===== config.mk =====
export PLATFORM = sky130hd
export DESIGN_NAME = mem_port_arbiter
export DESIGN_NICKNAME = d
export VERILOG_FILES = /design/src/rtl/mem_arb_pkg.sv /design/src/rtl/mem_arb_beat_ctr.sv /design/src/rtl/mem_port_arbiter.sv
export SDC_FILE = /design/constraint.sdc
export NUM_CORES = 1
export LEC_CHECK = 0
export CORE_ASPECT_RATIO = 0.9
export CORE_MARGIN = 2
export CORE_UTILIZATION = 34
export CTS_CLUSTER_SIZE = 16
export DETAILED_ROUTE_END_ITERATION = 8
export GPL_TIMING_DRIVEN = 1
export HOLD_SLACK_MARGIN = 0.06
export PLACE_DENSITY = 0.76
export SLEW_MARGIN = 20
export SYNTH_ARGS = -nofsm -noshare
export SYNTH_HDL_FRONTEND = slang
export SYNTH_HIERARCHICAL = 1
export SYNTH_SLANG_ARGS = --single-unit

===== constraint.sdc =====
create_clock -name clk -period 2.4 [get_ports clk]
set_clock_uncertainty 0.1 [all_clocks]
set_input_delay 0.48 -clock clk [delete_from_list [all_inputs] [get_ports clk]]
set_output_delay 0.48 -clock clk [all_outputs]
set_load 0.03 [all_outputs]

===== src/rtl/mem_arb_pkg.sv =====
// Shared types and constants for the two-requester memory port arbiter.
package mem_arb_pkg;

    typedef enum logic [1:0] {
        IDLE     = 2'd0,
        READ     = 2'd1,
        RD_DRAIN = 2'd2,
        WRITE    = 2'd3
    } arb_state_t;

    localparam int   BEAT_BYTES = 4;
    localparam logic RD         = 1'b0;
    localparam logic WR         = 1'b1;

endpackage


===== src/rtl/mem_arb_beat_ctr.sv =====
// Beat counter with last-beat flag, plus the per-beat write wait counter.
module mem_arb_beat_ctr #(
    parameter int WR_TIMEOUT = 15
) (
    input  logic       clk,
    input  logic       clr,
    input  logic       start,
    input  logic       beat_adv,
    input  logic       wait_en,
    input  logic [3:0] len,
    output logic [3:0] beat_cnt,
    output logic       last_beat,
    output logic       timeout
);

    localparam int WAIT_W = $clog2(WR_TIMEOUT + 1);

    logic [WAIT_W-1:0] wait_cnt;

    // start wins so both counters sit at zero whenever the arbiter is idle
    always_ff @(posedge clk or negedge clr) begin
        if (!clr) begin
            beat_cnt <= '0;
            wait_cnt <= '0;
        end else if (start) begin
            beat_cnt <= '0;
            wait_cnt <= '0;
        end else if (beat_adv) begin
            beat_cnt <= beat_cnt + 4'd1;
            wait_cnt <= '0;
        end else if (wait_en && !timeout) begin
            wait_cnt <= wait_cnt + WAIT_W'(1);
        end
    end

    assign last_beat = (beat_cnt == len);
    assign timeout   = (wait_cnt == WAIT_W'(WR_TIMEOUT));

endmodule


===== src/rtl/mem_port_arbiter.sv =====
// Round-robin arbiter granting a single memory port to a read or a write burst requester.
module mem_port_arbiter
    import mem_arb_pkg::*;
#(
    parameter int ADDR_WIDTH  = 32,
    parameter int DATA_WIDTH  = 32,
    parameter int RADDR_WIDTH = 7,
    parameter int WR_TIMEOUT  = 15
) (
    input  logic                   clk,
    input  logic                   clr,
    input  logic                   rd_req,
    input  logic [ADDR_WIDTH-1:0]  rd_addr,
    input  logic [3:0]             rd_len,
    output logic                   rd_grant,
    output logic                   rd_beat,
    output logic                   rd_done,
    input  logic                   wr_req,
    input  logic [ADDR_WIDTH-1:0]  wr_addr,
    input  logic [3:0]             wr_len,
    input  logic [DATA_WIDTH-1:0]  wr_data,
    output logic                   wr_grant,
    output logic                   wr_beat,
    output logic                   wr_done,
    output logic                   wr_err,
    output logic                   mem_cs,
    output logic                   mem_we,
    output logic [ADDR_WIDTH-1:0]  mem_waddr,
    output logic [RADDR_WIDTH-1:0] mem_raddr,
    output logic [DATA_WIDTH-1:0]  mem_wdata,
    input  logic [DATA_WIDTH-1:0]  mem_rdata,
    input  logic                   mem_wfinish
);

    arb_state_t            state;
    logic                  last_served;
    logic [ADDR_WIDTH-1:0] start_addr;
    logic [3:0]            burst_len;
    logic [3:0]            beat_cnt;
    logic                  last_beat;
    logic                  timeout;
    logic [ADDR_WIDTH-1:0] beat_addr;
    logic                  rd_pick;
    logic                  wr_pick;
    logic                  wr_fin;
    logic                  wr_abort;
    logic                  unused_rdata;

    // read data goes straight to the read requester; only its timing is tracked here
    assign unused_rdata = ^mem_rdata;

    always_comb begin
        rd_pick  = rd_req && (!wr_req || last_served == WR);
        wr_pick  = wr_req && !rd_pick;
        wr_fin   = (state == WRITE) && mem_wfinish;
        wr_abort = (state == WRITE) && !mem_wfinish && timeout;
    end

    assign beat_addr = start_addr + ADDR_WIDTH'(beat_cnt) * ADDR_WIDTH'(BEAT_BYTES);

    mem_arb_beat_ctr #(
        .WR_TIMEOUT (WR_TIMEOUT)
    ) u_beat_ctr (
        .clk       (clk),
        .clr       (clr),
        .start     (state == IDLE),
        .beat_adv  (((state == READ) || wr_fin) && !last_beat),
        .wait_en   (state == WRITE),
        .len       (burst_len),
        .beat_cnt  (beat_cnt),
        .last_beat (last_beat),
        .timeout   (timeout)
    );

    always_ff @(posedge clk or negedge clr) begin
        if (!clr) begin
            state       <= IDLE;
            last_served <= WR;
            start_addr  <= '0;
            burst_len   <= '0;
            rd_grant    <= 1'b0;
            wr_grant    <= 1'b0;
            mem_cs      <= 1'b0;
            mem_we      <= 1'b0;
        end else begin
            case (state)
                IDLE: begin
                    if (rd_pick) begin
                        state       <= READ;
                        start_addr  <= rd_addr;
                        burst_len   <= rd_len;
                        last_served <= RD;
                        rd_grant    <= 1'b1;
                        mem_cs      <= 1'b1;
                    end else if (wr_pick) begin
                        state       <= WRITE;
                        start_addr  <= wr_addr;
                        burst_len   <= wr_len;
                        last_served <= WR;
                        wr_grant    <= 1'b1;
                        mem_cs      <= 1'b1;
                        mem_we      <= 1'b1;
                    end
                end
                READ: begin
                    if (last_beat) begin
                        state  <= RD_DRAIN;
                        mem_cs <= 1'b0;
                    end
                end
                RD_DRAIN: begin
                    state    <= IDLE;
                    rd_grant <= 1'b0;
                end
                WRITE: begin
                    if ((wr_fin && last_beat) || wr_abort) begin
                        state    <= IDLE;
                        wr_grant <= 1'b0;
                        mem_cs   <= 1'b0;
                        mem_we   <= 1'b0;
                    end
                end
                default: state <= IDLE;
            endcase
        end
    end

    // rd_beat trails each presented address by one cycle; the last one lands in RD_DRAIN
    assign rd_beat   = ((state == READ) && (beat_cnt != 4'd0)) || (state == RD_DRAIN);
    assign rd_done   = (state == RD_DRAIN);
    assign wr_beat   = wr_fin;
    assign wr_done   = wr_fin && last_beat;
    assign wr_err    = wr_abort;
    assign mem_raddr = (state == READ)  ? beat_addr[RADDR_WIDTH-1:0] : '0;
    assign mem_waddr = (state == WRITE) ? beat_addr : '0;
    assign mem_wdata = (state == WRITE) ? wr_data : '0;

endmodule

[Yosys cells after proc, flatten, opt, wreduce, memory -nomap -nowiden]
Cells that the tools add are included.
Word-level totals
  word-level logic and storage cells: 81
  output and inout bits: 80
  bits in registers: 50
  input bits: 141
Cells by class
  muxes and demuxes: 27
  reduce and logical (&&, ||, !) cells: 31
  add/subtract/negate cells: 3
  equal/unequal tests: 11
Operators by type and width (number)
  $mux 32: 4
  $add 32x6->32: 1
  $mux 4: 7
  $ne 2x2->1 const B: 5
  $logic_and 1x1->1: 9
  $add 4x1->4 const B: 2
  $mux 2: 4
  $pmux 2 s4: 1
  $reduce_and 4->1: 2
  $reduce_bool 2->1: 4
  $mux 1: 7
  $mux 7: 1
  $reduce_bool 3->1: 2
  $logic_not 1->1: 5
  $eq 2x2->1 const B: 2
  $eq 4x4->1: 1
  $eq 4x4->1 const B: 1
  $logic_or 1x1->1: 4
  $pmux 1 s2: 2
  $reduce_and 2->1: 2
  $reduce_bool 4->1: 1
  $ne 3x3->1 const B: 1
  $pmux 1 s3: 1
  $reduce_and 3->1: 1
  other kinds (2): 2

[Depth between registers and ports, before layout]
Gate-level depths: netlist (run 1).
  depth in word-level cells: 8
  gate-level depth with buffers: 9
  mapped depth without buffers: 8

[Modules after synthesis]
The synthesis (run 1) kept the hierarchy.
Modules (own cells, without submodules)
  mem_port_arbiter: instances 1, area an instance 3160.5 sq um, cells an instance 387, sequential area each 1052.3 sq um
  mem_arb_beat_ctr: instances 1, area an instance 456.7 sq um, cells an instance 43, sequential area each 200.2 sq um

[Least setup slack after synthesis (run 1)]
OpenSTA, ideal clock, no wires.
  path type: register -> output
  from: reg u_beat_ctr.beat_cnt[0]
  to: out mem_waddr[26]
  cell stages (with the launch flop): 10
  arrival: 2354 ps
  required time: 1820 ps
  slack: -534 ps
  buffers on the path: 1
  path through: dfrtp_1 > ha_1 > inv_1 > fa_1 > nor2b_1 > o21ai_1 > clkbuf_1 > a211oi_1 > xnor2_1 > nor2_1
Between the ends
  word-level cells in the longest chain between the ends: 2
RTL lines
  start: declaration: RTL line mem_arb_beat_ctr.sv:11  | output logic [3:0] beat_cnt,
  start signal: assignment: RTL line mem_arb_beat_ctr.sv:29  | beat_cnt <= beat_cnt + 4'd1;
  $add 32x6->32: RTL line mem_port_arbiter.sv:59  | assign beat_addr = start_addr + ADDR_WIDTH'(beat_cnt) * ADDR_WIDTH'(BEAT_BYTES);
  $mux 32: RTL line mem_port_arbiter.sv:135  | assign mem_waddr = (state == WRITE) ? beat_addr : '0;
  end: declaration: RTL line mem_port_arbiter.sv:28  | output logic [ADDR_WIDTH-1:0] mem_waddr,
Every way passes these cells.

[Worst setup path after layout (run 1)]
  from: reg start_addr[2]
  to: out mem_waddr[22]
Between the ends
  word-level cells in the longest chain between the ends: 2
RTL lines
  start: declaration: RTL line mem_port_arbiter.sv:37  | logic [ADDR_WIDTH-1:0] start_addr;
  start signal: assignment: RTL line mem_port_arbiter.sv:90  | start_addr <= rd_addr;
  start signal: assignment: RTL line mem_port_arbiter.sv:97  | start_addr <= wr_addr;
  $add 32x6->32: RTL line mem_port_arbiter.sv:59
  $mux 32: RTL line mem_port_arbiter.sv:135
Every way passes these cells.

==> metrics.yaml, run 1 <==
cells_and_area:
  syn2layout_area_growth_pct: 85.51
  insertedDiodeCount: 0
  layout.nets: 810
  n_fill_cell: 822
  layout-drive-gt1-share: 0.3575
power:
  power_density_nw_per_um2: 1180
  irDropWorstVdd_mv: 1.024
  leakage_uw: 0.003069
yosys:
  seq_area_frac_synth: 0.3462
  syn_area_um2: 3617
  async_flop_share: 1.000
  ys_ff_latch: 50
  synth-main-ff-cell: "dfrtp_1"
  synth_nets: 578
  synth.distinct_cells: 52
  syn_avg_cell_area_um2: 8.412
  synth_edf_count: 0
  synth_warnings: 6
  postSynthCellCount: 430
cts:
  hold_buffers: 0
  path_clk_slew_ns: 0.06
  cts_tree: "built"
  h-tree-depth: 2
  clk_latency_ns: 0.28
  numClockSinks: 50
  cts-root-buf: "clkbuf_16"
  cts_max_path_buffers: 2
  cts_buffers: 5
setup_path:
  r2r_end: "u_beat_ctr/wait_cnt[3]"
  crit_type: "reg2out"
  crit_path_end_kind: "output port"
  r2r_start: "u_beat_ctr/beat_cnt[1]"
  rrSetupSlack_ns: 0.33
  endpoint: "mem_waddr[22]"
  cp.arrival_ns: 2.35
  r2r_cells: 9
  path_max_fanout: 9
  cp-start-kind: "flip-flop"
  required_ns: 1.82
  crit_start: "start_addr[2]"
floorplan:
  initial_core_util: 0.3515
  rows: 35
  die_y_um: 101.9
  io_pins: 221
  die_w_um: 112.7
  die-area_um2: 11480
  coreArea_um2: 10290
placed_design:
  pre_cts_ws_ns: -0.2451
  hpwl_mm: 9.082
  portBuffers: 188
  gp_congestion: 0.8432
run:
  drv_cap: 0
sta:
  hold_viol_final: 0
  relSlewSlack: 0.5479
  worst_slew_pin_slew_ns: 0.6782
  fin_crit_sh: 1.220
  slew_viol_final: 0
  rsz0062_at_grt: "true"
  finalSetupViolCount: 30
  fmax_mhz: 341.5
  fin_ws_ns: -0.5280
  fin_hold_ws_ns: 0.1298
  fin_crit_ns: 2.928
  tns_ns: -12.13
global_routing:
  antenna_found_initial: 0
  grt_pass1_vias: 4011
  grt_pass1_wl_mm: 19.29
  grt_util_all_layers: 0.2062
  grt_max_degree: 73
  grt_overflow_total: 0
drt:
  drt-initial-drc-count: 204
  drtAntennaViolNets: 0
  vias: 3979
  wl_per_cell_um: 15.88
  drc: 0
  via_per_inst: 5.024
  first_pass_iters: 4
  drt_wl_total_mm: 12.58
status:
  violations: "negative setup slack"
  status: "finished, violations left"
min_path:
  hold_path.class: "in2async"
Yosys cell counts (2+ instances only):
| master | number | area (um^2) |
|---|---|---|
| nand2_1 | 54 | 202.7 |
| dfrtp_1 | 49 | 1226 |
| nor2_1 | 47 | 176.4 |
| o21ai_0 | 43 | 215.2 |
| mux2i_1 | 37 | 370.4 |
| and3_1 | 36 | 225.2 |
| clkbuf_1 | 25 | 93.84 |
| xnor2_1 | 21 | 183.9 |
| xor2_1 | 13 | 113.9 |
| a21oi_1 | 11 | 55.05 |
| inv_1 | 10 | 37.54 |
| nand4_1 | 10 | 62.56 |
| a211oi_1 | 8 | 60.06 |
| ha_1 | 6 | 75.07 |
| nand3_1 | 5 | 25.02 |
| nor3_1 | 4 | 20.02 |
| nor4_1 | 4 | 25.02 |
| and2_1 | 3 | 18.77 |
| nand2b_1 | 3 | 18.77 |
| a2111oi_4 | 2 | 55.05 |
| and4_1 | 2 | 17.52 |
| buf_2 | 2 | 10.01 |
| buf_4 | 2 | 15.01 |
| nand4b_1 | 2 | 17.52 |
| nor2b_1 | 2 | 12.51 |
| nor4b_2 | 2 | 30.03 |
| o21ai_1 | 2 | 10.01 |
cells in the final DEF (no fill, tap or decap), drive strengths merged, types with 6 or more instances in the layout:
master and count:
inv 10, xnor2 21, mux2i 37, dfrtp 49
nand2 54, and3 36, nor2 48, nand4 11
xor2 13, a21oi 11, buf 143, clkdlybuf4s50 111
ha 6, nand3 6, a211oi 8, o21ai 46
metal layers:
layer  GRT usage  wire length, um  part of all wire
met2      0.3676             6439              0.51
met3     0.02610              579             0.046
met4     0.06191              214             0.017
met5           0                0                 0
met1      0.2643             5342              0.42
worst max-delay path: stages, from the launching register on:
cell	delay [ns]
dfrtp_1	0.36
ha_2	0.21
inv_2	0.04
fa_2	0.34
nor2b_2	0.13
o21ai_2	0.08
buf_12	0.15
buf_12	0.13
a211oi_2	0.21
xnor2_1	0.21
nor2_2	0.06
buf_6	0.14
worst min-delay path by stage:
stage,start,endpoint,slack [ns],cells after the start
final,clr,start_addr[2],0.13,1
after global routing,clr,start_addr[2],0.18,1
after CTS,clr,start_addr[2],0.15,1
after detailed placement,rd_grant,rd_grant,0.39,1
after global placement,start_addr[2],start_addr[2],0.37,2
after floorplan,clr,burst_len[0],0.08,0
cell families (layout without fill, tap and decap cells):
kind of cell	Yosys count	count (layout)	synth area share
fa+ha+maj	7	7	0.02629
simple gates	183	183	0.2570
xor+xnor	34	34	0.08233
buf+inv	41	273	0.04739
compound gates	78	79	0.1384
mux	37	37	0.1024
flops	50	50	0.3462
power breakdown:
| group | switching (uW) | leakage [uW] | internal (uW) |
|---|---|---|---|
| registers | 307 | 0.000619 | 1230 |
| logic | 3100 | 0.00237 | 2490 |
| clock network | 307 | 0.0000836 | 488 |
what timing repair did:
action                     in CTS  in global routing
resized for setup              51                 24
setup endpoints to repair      30                 33
cloned                          1                  0
pin swaps                      46                 36
buffers inserted                7                  9
through the flow:
stage	total power, uW	cells	util	instance area (um^2)
after floorplan	4416	430	-	3772
after global placement	6405	771	0.5917	6090
after CTS	7728	786	0.6368	6554
after detailed placement	6533	771	0.5917	6090
final	7919	792	0.6520	6710
after global routing	8366	792	0.6520	6710
cell type report:
class	count	area [um^2]	share of cell area
multi-input combinational	340	2623	0.3908
timing repair buffer	254	2464	0.3671
sequential	50	1252	0.1866
tap	129	161.4	0.02405
clock buffer	5	125.1	0.01865
inverter	11	45.04	0.006713
clock inverter	3	40.04	0.005967
state kept, by name, summed over array words and instances (netlist names):
name                 cells
mem_we                   1
rd_grant                 1
start_addr              32
u_beat_ctr/beat_cnt      4
burst_len                4
u_beat_ctr/wait_cnt      4
last_served              1
state                    2
mem_cs                   1
Note: power is estimated with default switching activity, not from simulation.
==> run 2, diff against run 1 <==
- CAP_MARGIN: unset -> 20
- REMOVE_ABC_BUFFERS: unset -> 1
==> metrics.yaml, run 2 (synthesized netlist as in run 1, its figures left out) <==
status:
  status: "finished, violations left"
  violations: "negative setup slack"
global_routing:
  grt_util_all_layers: 0.1962
  grt_pass1_wl_mm: 18.21
  grt_max_degree: 69
  antenna_found_initial: 0
  grt_pass1_vias: 3772
  grt_overflow_total: 0
floorplan:
  coreArea_um2: 10290
  die-area_um2: 11480
  rows: 35
  initial_core_util: 0.3515
  die_y_um: 101.9
  die_w_um: 112.7
  io_pins: 221
sta:
  fin_crit_ns: 2.905
  relSlewSlack: 0.7133
  fmax_mhz: 344.2
  hold_viol_final: 0
  slew_viol_final: 0
  finalSetupViolCount: 31
  fin_ws_ns: -0.5050
  worst_slew_pin_slew_ns: 0.4262
  rsz0062_at_grt: "true"
  fin_hold_ws_ns: 0.3936
  fin_crit_sh: 1.210
power:
  leakage_uw: 0.002989
  irDropWorstVdd_mv: 0.7947
  power_density_nw_per_um2: 1177
cells_and_area:
  layout_common_cells: "buf_4, clkdlybuf4s50_1, nand2_1"
  final_common_cell: "buf_4"
  largest_reg_flops: 32
  layout.nets: 807
  largest-register: "start_addr"
  insertedDiodeCount: 0
  layout-drive-gt1-share: 0.2898
  syn2layout_area_growth_pct: 75.68
drt:
  drc: 0
  vias: 3958
  drtAntennaViolNets: 0
  drt_wl_total_mm: 12.02
  route.met2.wl_mm: 6.267
  drt-met1-wl_mm: 4.869
  wl_per_cell_um: 15.26
  wl_met3_um: 785
  drt-initial-drc-count: 193
  first_pass_iters: 6
  via_per_inst: 5.023
  top_layer: "met4"
placed_design:
  hpwl_mm: 8.903
  gp_congestion: 0.8888
  portBuffers: 188
  pre_cts_ws_ns: -0.2890
setup_path:
  crit_type: "reg2out"
  cp.arrival_ns: 2.32
  path_max_fanout: 6
  required_ns: 1.82
  crit_path_end_kind: "output port"
  rrSetupSlack_ns: 0.27
  cp-start-kind: "flip-flop"
cts:
  cts-root-buf: "clkbuf_16"
  cts_buffers: 5
  path_clk_slew_ns: 0.07
  cts_max_path_buffers: 2
  cts_tree: "built"
  clk_latency_ns: 0.28
  h-tree-depth: 2
  numClockSinks: 50
run:
  drv_cap: 0
min_path:
  hold_path.class: "reg2reg"
## run 2: critical path, stage by stage (launching register included)
cell and delay (ns):
dfrtp_1 0.37, ha_2 0.19, inv_2 0.04, fa_2 0.36
nor2b_4 0.15, o21ai_4 0.08, clkbuf_16 0.17, a2111oi_4 0.30
xnor2_1 0.15, nor2_1 0.06, buf_4 0.16
## run 2: layout make-up
type / instances / area (um^2)
clock buffer: 6 / 138.9
clock inverter: 1 / 30.03
fill: 876 / 3936
inverter: 11 / 41.29
multi-input combinational: 339 / 2421
sequential: 50 / 1252
tap: 129 / 161.4
timing repair buffer: 252 / 2310
## run 2: final timing paths
check                                        from                     end  cells past startpoint
setup / recovery                    start_addr[2]           mem_waddr[30]                     10
hold / removal                      start_addr[0]           start_addr[0]                      2
setup reg to reg           u_beat_ctr/beat_cnt[2]  u_beat_ctr/wait_cnt[0]                     10
hold reg to reg                     start_addr[0]           start_addr[0]                      2
max in group asynchronous                     clr          start_addr[18]                      3
min in group asynchronous                     clr  u_beat_ctr/wait_cnt[2]                      2
## run 2: timing repair
| action | CTS | global route |
|---|---|---|
| hold buffers | 1 | 0 |
| setup endpoints to repair | 31 | 32 |
| pin swaps | 16 | 18 |
| buffers inserted | 3 | 9 |
| cloned | 0 | 1 |
| gates resized for setup | 21 | 27 |
| hold endpoints to repair | 10 | 0 |
## run 2: metal layers
layer | GRT usage | vias to the layer above
met2 | 0.3542 | 148
met4 | 0.05441 | 0
li1 | - | 1958
met5 | 0 | -
met3 | 0.03321 | 7
met1 | 0.2444 | 1845
## run 2: where the power goes
| part | internal [uW] | switching (uW) | total, uW |
|---|---|---|---|
| sequential | 1230 | 298 | 1530 |
| clock | 515 | 300 | 815 |
| combinational | 2260 | 2870 | 5140 |
## run 2: through the flow
step / util / instance area (um^2) / power, uW / instances / TNS [ns]
6_report: 0.6175 / 6355 / 7480 / 788 / -11.17
5_1_grt: 0.6175 / 6355 / 7960 / 788 / -14.27
4_1_cts: 0.5947 / 6120 / 7136 / 778 / -9.792
3_5_place_dp: 0.5660 / 5824 / 6171 / 767 / -3.702
3_3_place_gp: 0.5660 / 5824 / 6018 / 767 / -2.646
2_1_floorplan: - / 3487 / 4131 / 400 / -43.40
